$ cat src/rtl/alu_share_arbiter_pkg.sv
// Shared definitions for the ALU sharing arbiter: ALU select codes, FSM states, widths.
package alu_share_arbiter_pkg;

  localparam int ALU_DATA_W = 32;
  localparam int SEL_W      = 4;

  localparam logic [SEL_W-1:0] ALU_ADD  = 4'd0;
  localparam logic [SEL_W-1:0] ALU_SUB  = 4'd1;
  localparam logic [SEL_W-1:0] ALU_AND  = 4'd2;
  localparam logic [SEL_W-1:0] ALU_OR   = 4'd3;
  localparam logic [SEL_W-1:0] ALU_XOR  = 4'd4;
  localparam logic [SEL_W-1:0] ALU_SLT  = 4'd5;
  localparam logic [SEL_W-1:0] ALU_SLTU = 4'd6;
  localparam logic [SEL_W-1:0] ALU_SLL  = 4'd7;
  localparam logic [SEL_W-1:0] ALU_SRL  = 4'd8;
  localparam logic [SEL_W-1:0] ALU_SRA  = 4'd9;

  typedef enum logic [1:0] {
    IDLE = 2'd0,
    EXEC = 2'd1,
    RESP = 2'd2
  } state_e;

endpackage

$ cat src/rtl/alu_share_arbiter_rr_arbiter_2.sv
// Two-input grant logic. ALU_ARB_RR_EN selects round-robin tie-break with a
// last-grant pointer; otherwise requester 0 has fixed priority and no pointer exists.
module rr_arbiter_2 (
  input  logic       clk,
  input  logic       rst_n,
  input  logic [1:0] req,
  input  logic       advance,
  output logic [1:0] grant
);

`ifdef ALU_ARB_RR_EN
  // High when requester 1 received the most recent grant; resets so requester 0 wins the first tie.
  logic last_q;

  always_ff @(posedge clk or negedge rst_n) begin
    if (!rst_n) begin
      last_q <= 1'b1;
    end else if (advance) begin
      last_q <= grant[1];
    end
  end

  always_comb begin
    grant = req;
    if (req == 2'b11) begin
      grant = last_q ? 2'b01 : 2'b10;
    end
  end
`else
  logic unused_ok;

  assign unused_ok = ^{clk, rst_n, advance};
  assign grant     = {req[1] & ~req[0], req[0]};
`endif

endmodule

$ cat src/rtl/alu_share_arbiter.sv
// Shares one external combinational ALU between two requesters (IDLE -> EXEC -> RESP).
// Tie-break policy chosen by ALU_ARB_RR_EN (round-robin) or fixed priority when undefined.
module alu_share_arbiter
  import alu_share_arbiter_pkg::*;
#(
  parameter int DATA_W = ALU_DATA_W
) (
  input  logic              clk,
  input  logic              rst_n,
  input  logic              req_valid_0,
  input  logic              req_valid_1,
  output logic              req_ready_0,
  output logic              req_ready_1,
  input  logic [DATA_W-1:0] req_a_0,
  input  logic [DATA_W-1:0] req_a_1,
  input  logic [DATA_W-1:0] req_b_0,
  input  logic [DATA_W-1:0] req_b_1,
  input  logic [SEL_W-1:0]  req_sel_0,
  input  logic [SEL_W-1:0]  req_sel_1,
  output logic              resp_valid_0,
  output logic              resp_valid_1,
  input  logic              resp_ready_0,
  input  logic              resp_ready_1,
  output logic [DATA_W-1:0] resp_result,
  output logic              resp_zero,
  output logic [DATA_W-1:0] alu_a,
  output logic [DATA_W-1:0] alu_b,
  output logic [SEL_W-1:0]  alu_sel,
  input  logic [DATA_W-1:0] alu_result,
  input  logic              alu_zero
);

  state_e            state_q, state_d;
  logic [1:0]        req_vec;
  logic [1:0]        grant;
  logic              accept;
  logic              owner_q;
  logic              owner_ready;
  logic [DATA_W-1:0] op_a_p1;
  logic [DATA_W-1:0] op_b_p1;
  logic [SEL_W-1:0]  op_sel_p1;

  assign req_vec     = {req_valid_1, req_valid_0};
  assign accept      = (state_q == IDLE) && (|req_vec);
  assign owner_ready = owner_q ? resp_ready_1 : resp_ready_0;

  rr_arbiter_2 u_arb (
    .clk     (clk),
    .rst_n   (rst_n),
    .req     (req_vec),
    .advance (accept),
    .grant   (grant)
  );

  always_ff @(posedge clk or negedge rst_n) begin
    if (!rst_n) begin
      state_q <= IDLE;
    end else begin
      state_q <= state_d;
    end
  end

  // ---- stage p1: winner's operation captured on acceptance ----
  always_ff @(posedge clk or negedge rst_n) begin
    if (!rst_n) begin
      op_a_p1   <= '0;
      op_b_p1   <= '0;
      op_sel_p1 <= ALU_ADD;
      owner_q   <= 1'b0;
    end else if (accept) begin
      op_a_p1   <= grant[1] ? req_a_1   : req_a_0;
      op_b_p1   <= grant[1] ? req_b_1   : req_b_0;
      op_sel_p1 <= grant[1] ? req_sel_1 : req_sel_0;
      owner_q   <= grant[1];
    end
  end

  // ---- stage p2: ALU output captured at the end of EXEC, held through RESP ----
  always_ff @(posedge clk or negedge rst_n) begin
    if (!rst_n) begin
      resp_result <= '0;
      resp_zero   <= 1'b0;
    end else if (state_q == EXEC) begin
      resp_result <= alu_result;
      resp_zero   <= alu_zero;
    end
  end

  // req_ready is gated by rst_n so it reads 0 while reset is held even if a requester is valid.
  always_comb begin
    state_d      = state_q;
    req_ready_0  = 1'b0;
    req_ready_1  = 1'b0;
    resp_valid_0 = 1'b0;
    resp_valid_1 = 1'b0;
    alu_a        = '0;
    alu_b        = '0;
    alu_sel      = ALU_ADD;
    unique case (state_q)
      IDLE: begin
        req_ready_0 = rst_n & grant[0];
        req_ready_1 = rst_n & grant[1];
        if (accept) begin
          state_d = EXEC;
        end
      end
      EXEC: begin
        alu_a   = op_a_p1;
        alu_b   = op_b_p1;
        alu_sel = op_sel_p1;
        state_d = RESP;
      end
      RESP: begin
        resp_valid_0 = ~owner_q;
        resp_valid_1 = owner_q;
        if (owner_ready) begin
          state_d = IDLE;
        end
      end
      default: state_d = IDLE;
    endcase
  end

endmodule

$ cat config.mk
export PLATFORM = sky130hd
export DESIGN_NAME = alu_share_arbiter
export DESIGN_NICKNAME = d
export VERILOG_FILES = /design/src/rtl/alu_share_arbiter_pkg.sv /design/src/rtl/alu_share_arbiter_rr_arbiter_2.sv /design/src/rtl/alu_share_arbiter.sv
export SDC_FILE = /design/constraint.sdc
export NUM_CORES = 1
export LEC_CHECK = 0
export BUFFER_PORTS_ARGS = -buffer_cell sky130_fd_sc_hd__buf_2
export CAP_MARGIN = 30
export CORE_MARGIN = 3
export CORE_UTILIZATION = 49
export DETAILED_ROUTE_END_ITERATION = 7
export GPL_TIMING_DRIVEN = 0
export PLACE_DENSITY_LB_ADDON = 0.25
export SLEW_MARGIN = 20
export SYNTH_ARGS = -nofsm -noshare
export SYNTH_HDL_FRONTEND = slang
export SYNTH_SLANG_ARGS = --single-unit
$ cat constraint.sdc
create_clock -name clk -period 3.2 [get_ports clk]
set_input_delay 0.16 -clock clk [delete_from_list [all_inputs] [get_ports clk]]
set_output_delay 0.16 -clock clk [all_outputs]
set_load 0.005 [all_outputs]
==> impl_metrics.yaml, run 1 <==
setup_path:
  worstSetupStartpointType: "flip-flop"
  arrival_ps: 1970
  path_class: "flip-flop to primary output"
  critPathCaptureType: "primary output"
  path_max_fanout: 10
  crit_required_ps: 3040
synthesis:
  ys_async_sr_fraction: 1.000
  ys_ff_latch: 104
  yosysSeqAreaShare: 0.4963
  synthTopCellsByArea: "dfrtp_1, mux2_2, and2_1"
  yosys_warnings: 0
  yosysTopAreaCell: "dfrtp_1"
  syn_area_mm2: 0.005244
  synth_nets: 558
  syn_avg_cell_area_um2: 13.69
  synth-edff-count: 0
  synth_top_area_frac: 0.4963
  synth_flop_cell: "dfrtp_1"
  synthDistinctLibCells: 18
  synth_cells: 383
clocking:
  cts_sinks: 104
  cts-resized-gates: 0
  post_cts_buffers: 0
  clockRootBuffer: "clkbuf_8"
  numCtsBuffers: 9
  clkLatencyLatePin_ps: 370
  tritoncts: "done"
  htreeDepth: 3
  clk_pin_slew_ps: 100
  clockBufferDepth: 2
drt:
  routed_wl_um: 13140
  drt_first_pass_iters: 4
  drtAntennaViolNets: 0
  wl_per_cell_um: 16.08
  route.detailed.drc: 0
  vias: 3997
  routed_via_density: 4.892
  first_iter_violations: 106
grt:
  grtUsageTotal: 0.2153
  grt_antenna_before_repair: 0
  grt_pass1_wl_um: 19860
  grt_max_degree: 56
  grt_pass1_vias: 4155
  overflow: 0
layout:
  final_util: 0.6842
  synthToLayoutAreaGrowth_pct: 35.31
  drive_above_1_share: 0.7137
  fin_nets: 851
  fin_cells: 817
  design_area_mm2: 0.007096
  final_common_cell: "buf_2"
  antenna_cells: 0
  final.fill_count: 802
  most-common-layout-cells: "buf_2, mux2_2, dfrtp_1"
placed_design:
  hpwl_um: 10600
  port-buffer-count: 279
  place.gp.congestion: 0.7371
  dp_cells: 799
  postPlaceCellArea_mm2: 0.006844
floorplanning:
  die_area_mm2: 0.01198
  core-area_mm2: 0.01037
  start_util: 0.5057
  die_x_um: 109.5
  rows: 37
  die_h_um: 109.5
  io_pins: 280
power:
  totalPowerFinal_mw: 5.838
  powerDensity_mw_per_mm2: 822.8
  ir_drop_mv: 0.4290
  leakage_nw: 3.628
worst_hold_path:
  min_path_type: "input port to flip-flop"
timing:
  clock_skew_ps: 6.071
  layout_min_cycle_time_ps: 2128
  fmax_mhz: 469.9
  rsz0062_at_grt: "no"
  setup_tns_ps: 0
  finalSetupViolCount: 0
  slew_headroom: 0.6642
  worst_slew_pin_slew_ps: 503.7
  post-route-period-util: 0.6650
  hold_violations: 0
  finalMaxSlewViolations: 0
outcome:
  status: "finished clean"
run:
  max-cap-violations: 0
-- cell families (layout without fill, tap and decap cells) --
group	count (synthesis)	in the layout	synth area share
mux	170	170	0.3780
flops	104	104	0.4963
simple gates	77	77	0.09091
buf+inv	28	326	0.03006
compound gates	4	4	0.004773
-- per-layer routing --
metal / wire length [µm] / part of all wire / up-vias / GRT usage
met4: 312 / 0.024 / 0 / 0.08192
met5: 0 / 0 / - / 0
met2: 6981 / 0.53 / 168 / 0.4002
met1: 4946 / 0.38 / 1903 / 0.2424
met3: 896 / 0.068 / 26 / 0.04110
li1: - / - / 1900 / -
-- stage by stage --
stage	setup slack (ps)	hold WS, ps
6_report	1072	18.17
5_1_grt	840.9	2.021
4_1_cts	990.6	4.461
3_5_place_dp	1324	148.6
3_3_place_gp	683.2	386.0
2_1_floorplan	1623	-135.6
-- flip-flops by register name (all words and copies together), names as in the netlist --
name,flops
op_a_p1,32
resp_result,32
op_sel_p1,4
state_q,2
resp_zero,1
op_b_p1,32
owner_q,1
-- synthesized netlist by cell type, types with 2 or more instances --
library cell / count
a21oi_1: 2
and2_1: 68
buf_2: 15
buf_6: 4
clkbuf_1: 7
dfrtp_1: 104
mux2_2: 152
mux2_4: 18
nor2_1: 4
-- final cells by class --
cell class	count	area (µm²)	share of cell area
sequential	104	2603	0.3668
multi-input combinational	251	2484	0.3500
timing repair buffer	282	1450	0.2044
tap	136	170.2	0.02398
clock buffer	12	155.1	0.02187
buffer	27	153.9	0.02169
clock inverter	4	76.32	0.01076
inverter	1	3.754	0.0005290
-- worst max-delay path, cell delays in order, from the launching register on --
cell      delay, ps
dfrtp_1         410
nor2b_1         220
buf_2           310
clkbuf_1        350
and2_1          210
buf_2           120
-- final timing paths --
kind | startpoint | to | slack [ps] | cells after the start
max | state_q[1] | alu_b[10] | 1070 | 5
min | alu_result[3] | resp_result[3] | 20 | 2
max reg2reg | state_q[0] | op_b_p1[29] | 1320 | 6
min reg2reg | op_b_p1[2] | op_b_p1[2] | 500 | 1
max in group asynchronous | rst_n | resp_result[30] | 2270 | 3
min in group asynchronous | rst_n | resp_result[0] | 300 | 2
-- what timing repair did --
action | in CTS | in global routing
endpoints found under the setup margin | 0 | 0
hold buffers | 1 | 1
endpoints found under the hold margin | 52 | 1
-- where the power goes --
part | total, mW | internal [mW] | switching, mW
sequential | 2.30 | 1.99 | 0.310
combinational | 2.61 | 1.54 | 1.07
clock | 0.921 | 0.485 | 0.436
(Power assumes the default switching activity.)
==> inputs of run 2 (changes only) <==
--- a/config.mk
+++ b/config.mk
@@ -8,7 +8,7 @@
 export BUFFER_PORTS_ARGS = -buffer_cell sky130_fd_sc_hd__buf_2
 export CAP_MARGIN = 30
 export CORE_MARGIN = 3
-export CORE_UTILIZATION = 49
+export CORE_UTILIZATION = 41
 export DETAILED_ROUTE_END_ITERATION = 7
 export GPL_TIMING_DRIVEN = 0
 export PLACE_DENSITY_LB_ADDON = 0.25
==> constraint.sdc (replaced) <==
create_clock -name clk -period 1.7 [get_ports clk]
set_input_delay 0.085 -clock clk [delete_from_list [all_inputs] [get_ports clk]]
set_output_delay 0.085 -clock clk [all_outputs]
set_load 0.005 [all_outputs]
==> impl_metrics.yaml, run 2 (same netlist as run 1, synthesis figures left out) <==
outcome:
  status: "finished with violations"
  violations: "hold timing"
clocking:
  htreeDepth: 3
  clockRootBuffer: "clkbuf_16"
  clkLatencyLatePin_ps: 350
  tritoncts: "done"
  clk_pin_slew_ps: 70
  cts_hold_buf: 34
  numCtsBuffers: 9
  clockBufferDepth: 2
  cts_sinks: 104
run:
  max-cap-violations: 0
grt:
  busiest_layer: "met2"
  grt_pass1_vias: 4427
  gr-usage-met1: 0.2352
  grt_antenna_before_repair: 0
  grt_pass1_wl_um: 22450
  grt_max_degree: 58
  gr-usage-met2: 0.3525
  grtUsageTotal: 0.1985
  overflow: 0
  use_met3: 0.04843
timing:
  finalSetupViolCount: 0
  finalMaxSlewViolations: 0
  post-route-period-util: 0.9713
  fmax_mhz: 605.6
  hold_violations: 49
  worst_slew_pin_slew_ps: 474.5
  slew_headroom: 0.6836
  layout_min_cycle_time_ps: 1651
  clock_skew_ps: 5.305
  rsz0062_at_grt: "yes"
  holdWs_ps: -332.5
  setup_tns_ps: 0
setup_path:
  worstSetupStartpointType: "flip-flop"
  slowest_delay_ps: 410
  cp_top_family: "buffers and inverters"
  arrival_ps: 1570
  path_cells: "nor2b_4 -> buf_8 -> clkbuf_4 -> and2_1 -> buf_2"
  critPathCaptureType: "primary output"
  crit_required_ps: 1620
  path_max_fanout: 10
  path_class: "flip-flop to primary output"
  cp_slowest_cell: "dfrtp_1"
  timing.critical_path.buf_inv: 3
layout:
  fin_cells: 885
  most-common-layout-cells: "buf_2, mux2_2, dfrtp_1"
  drive_above_1_share: 0.6987
  synthToLayoutAreaGrowth_pct: 45.07
  final_util: 0.6204
  fin_nets: 887
  antenna_cells: 0
  final_common_cell: "buf_2"
  reg_top3: "op_a_p1: 32 flops, op_b_p1: 32 flops, resp_result: 32 flops"
drt:
  wl_per_cell_um: 15.76
  drt_first_pass_iters: 4
  routed_via_density: 4.661
  route.detailed.drc: 0
  routed_wl_um: 13950
  first_iter_violations: 139
  vias: 4125
  drtAntennaViolNets: 0
floorplanning:
  core-area_mm2: 0.01226
  io_pins: 280
  start_util: 0.4277
  die_h_um: 119.1
  rows: 40
  die_area_mm2: 0.01418
  die_x_um: 119.1
power:
  totalPowerFinal_mw: 11.56
  powerDensity_mw_per_mm2: 1520
  ir_drop_mv: 0.7054
  leakage_nw: 3.841
placed_design:
  port-buffer-count: 279
  dp_cells: 831
  hpwl_um: 10730
  place.gp.congestion: 0.7656
worst_hold_path:
  min_path_type: "input port to asynchronous set/reset pin"
==> run 2: final timing paths <==
| path | start | slack [ps] | depth (start not counted) | endpoint |
|---|---|---|---|---|
| min | rst_n | -330 | 1 | resp_result[3] |
| max | state_q[0] | 50 | 5 | alu_sel[2] |
| min reg2reg | op_a_p1[21] | 500 | 1 | op_a_p1[21] |
| min in group clk | resp_ready_0 | 40 | 3 | state_q[1] |
| max in group asynchronous | rst_n | 1380 | 2 | state_q[1] |
| max reg2reg | state_q[0] | 80 | 5 | op_b_p1[15] |
==> run 2: final cells by class <==
type	count	area (µm²)
well taps	168	210.2
fillers	986	4654
plain buffers	26	202.7
multi-input cells	251	2499
inverters	1	3.754
repair buffers	319	1808
clock buffers	9	225.2
flip-flops and latches	104	2604
clock inverters	7	55.05
==> run 2: per-layer routing <==
metal,vias to the layer above,routed length [µm]
li1,1978,-
met1,1963,5396
met2,164,7362
met3,20,929
met4,0,259
met5,-,0
==> run 2: power breakdown <==
part	switching [mW]	internal [mW]	leakage, nW
sequential	0.597	3.76	1.22
clock	0.953	1.01	0.133
combinational	2.08	3.16	2.49
total	3.63	7.93	3.84
==> run 2: per-stage QoR <==
step	setup WS (ps)	instance area (µm²)	hold slack, ps
6_report	48.84	7607	-332.5
5_1_grt	-60.91	7607	-311.9
4_1_cts	-14.94	7574	-321.9
3_5_place_dp	-205.1	6884	56.37
3_3_place_gp	-715.7	6850	296.7
2_1_floorplan	122.6	5244	-210.6
==> run 2: repair_timing <==
item | CTS | global route
endpoints found under the hold margin | 83 | 49
setup endpoints to repair | 147 | 127
resized for setup | 20 | 23
buffers inserted | 4 | 1
==> inputs of run 3 (changes only) <==
--- a/config.mk
+++ b/config.mk
@@ -8,7 +8,7 @@
 export BUFFER_PORTS_ARGS = -buffer_cell sky130_fd_sc_hd__buf_2
 export CAP_MARGIN = 30
 export CORE_MARGIN = 3
-export CORE_UTILIZATION = 41
+export CORE_UTILIZATION = 45
 export DETAILED_ROUTE_END_ITERATION = 7
 export GPL_TIMING_DRIVEN = 0
 export PLACE_DENSITY_LB_ADDON = 0.25
==> constraint.sdc (replaced) <==
create_clock -name clk -period 1.85 [get_ports clk]
set_input_delay 0.0925 -clock clk [delete_from_list [all_inputs] [get_ports clk]]
set_output_delay 0.0925 -clock clk [all_outputs]
set_load 0.005 [all_outputs]
==> impl_metrics.yaml, run 3 (same netlist as run 1, synthesis figures left out) <==
drt:
  route.detailed.drc: 0
  routed_via_density: 4.840
  drt_first_pass_iters: 4
  first_iter_violations: 174
  vias: 4124
  routed_wl_um: 13850
  wl_per_cell_um: 16.26
  drtAntennaViolNets: 0
timing:
  holdWs_ps: 13.93
  post-route-period-util: 0.9512
  layout_min_cycle_time_ps: 1760
  setup_tns_ps: 0
  finalMaxSlewViolations: 0
  clock_skew_ps: 5.131
  slew_headroom: 0.6596
  layout_setup_ws_ps: 90.27
  fmax_mhz: 568.3
  hold_violations: 0
  worst_slew_pin_slew_ps: 510.6
  finalSetupViolCount: 0
  rsz0062_at_grt: "no"
setup_path:
  worstSetupStartpointType: "input port"
  path_max_fanout: 10
  crit_required_ps: 2070
  critPathCaptureType: "flip-flop"
  arrival_ps: 1980
  path_class: "input port to flip-flop"
grt:
  grt_antenna_before_repair: 0
  grtUsageTotal: 0.2083
  overflow: 0
  grt_pass1_vias: 4374
  grt_pass1_wl_um: 21340
  grt_max_degree: 55
clocking:
  clkLatencyLatePin_ps: 330
  clockBufferDepth: 2
  cts_sinks: 104
  clockRootBuffer: "clkbuf_16"
  tritoncts: "done"
  htreeDepth: 3
  clk_pin_slew_ps: 60
  numCtsBuffers: 9
  post_cts_buffers: 0
placed_design:
  place.gp.congestion: 0.8169
  dpl_worst_slack_ps: -13.19
  hpwl_um: 10400
  postPlaceCellArea_mm2: 0.006849
  dp_cells: 803
  port-buffer-count: 279
floorplanning:
  die_x_um: 114.0
  die_area_mm2: 0.01298
  core-area_mm2: 0.01113
  start_util: 0.4713
  rows: 38
  die_h_um: 114.0
  io_pins: 280
layout:
  final_util: 0.6813
  reg_top3: "op_a_p1: 32 flops, op_b_p1: 32 flops, resp_result: 32 flops"
  drive_above_1_share: 0.6938
  seq_area_mm2: 0.002603
  final.fill_count: 824
  final_common_cell: "buf_2"
  fin_cells: 852
  synthToLayoutAreaGrowth_pct: 44.55
  most-common-layout-cells: "buf_2, mux2_2, dfrtp_1"
  antenna_cells: 0
  design_area_mm2: 0.007580
  multi_input_area_mm2: 0.002499
  fin_nets: 883
power:
  ir_drop_mv: 0.7094
  totalPowerFinal_mw: 10.91
  powerDensity_mw_per_mm2: 1439
  leakage_nw: 3.848
worst_hold_path:
  min_path_type: "input port to flip-flop"
run:
  max-cap-violations: 0
outcome:
  status: "finished clean"
## run 3: cell types whose count changed in the layout (fill, tap and decap cells not counted), sizes merged
cell      before  now
buf          309  301
bufinv         0    4
clkbuf        11   15
inv            4    1
clkinv         2    1
clkinvlp       2    1
## run 3: area by class of cell
type                            instances  area share
Clock inverter                          6     0.01750
Tap cell                              140     0.02311
Timing Repair Buffer                  314      0.2336
Clock buffer                            9     0.02971
Multi-Input combinational cell        251      0.3296
Buffer                                 27     0.02261
Inverter                                1   0.0004952
Sequential cell                       104      0.3433
## run 3: routing by layer
metal  track usage  vias up  routed length (µm)
met5             0        -                   0
met4       0.08076        0                 317
met3       0.04509       25                 990
met2        0.3755      172                7260
met1        0.2406     1957                5283
li1              -     1970                   -
## run 3: critical path, stage by stage
cell and delay, ps:
dlygate4sd3_1 520, buf_2 140, nand2b_4 130, buf_6 130
buf_2 300, mux2_2 400, mux2_2 270
## run 3: repair_timing
action / in CTS / in global routing
setup endpoints to repair: 68 / 52
hold endpoints to repair: 84 / 0
hold buffers: 34 / 0
pin swaps: 0 / 0
resized for setup: 10 / 4
## run 3: worst paths after layout
kind,from,end,slack (ps),cells after the start
max reg2reg,state_q[1],op_a_p1[1],150,6
min reg2reg,op_sel_p1[3],op_sel_p1[3],500,1
min in group asynchronous,rst_n,resp_result[0],280,2
max,req_valid_0,op_b_p1[19],90,7
max in group asynchronous,rst_n,op_b_p1[7],930,3
min,alu_result[17],resp_result[17],10,2
## run 3: report_power, final
group,internal [mW],switching (mW)
clock network,1.45,0.812
logic,2.76,1.87
registers,3.46,0.555
total,7.67,3.24
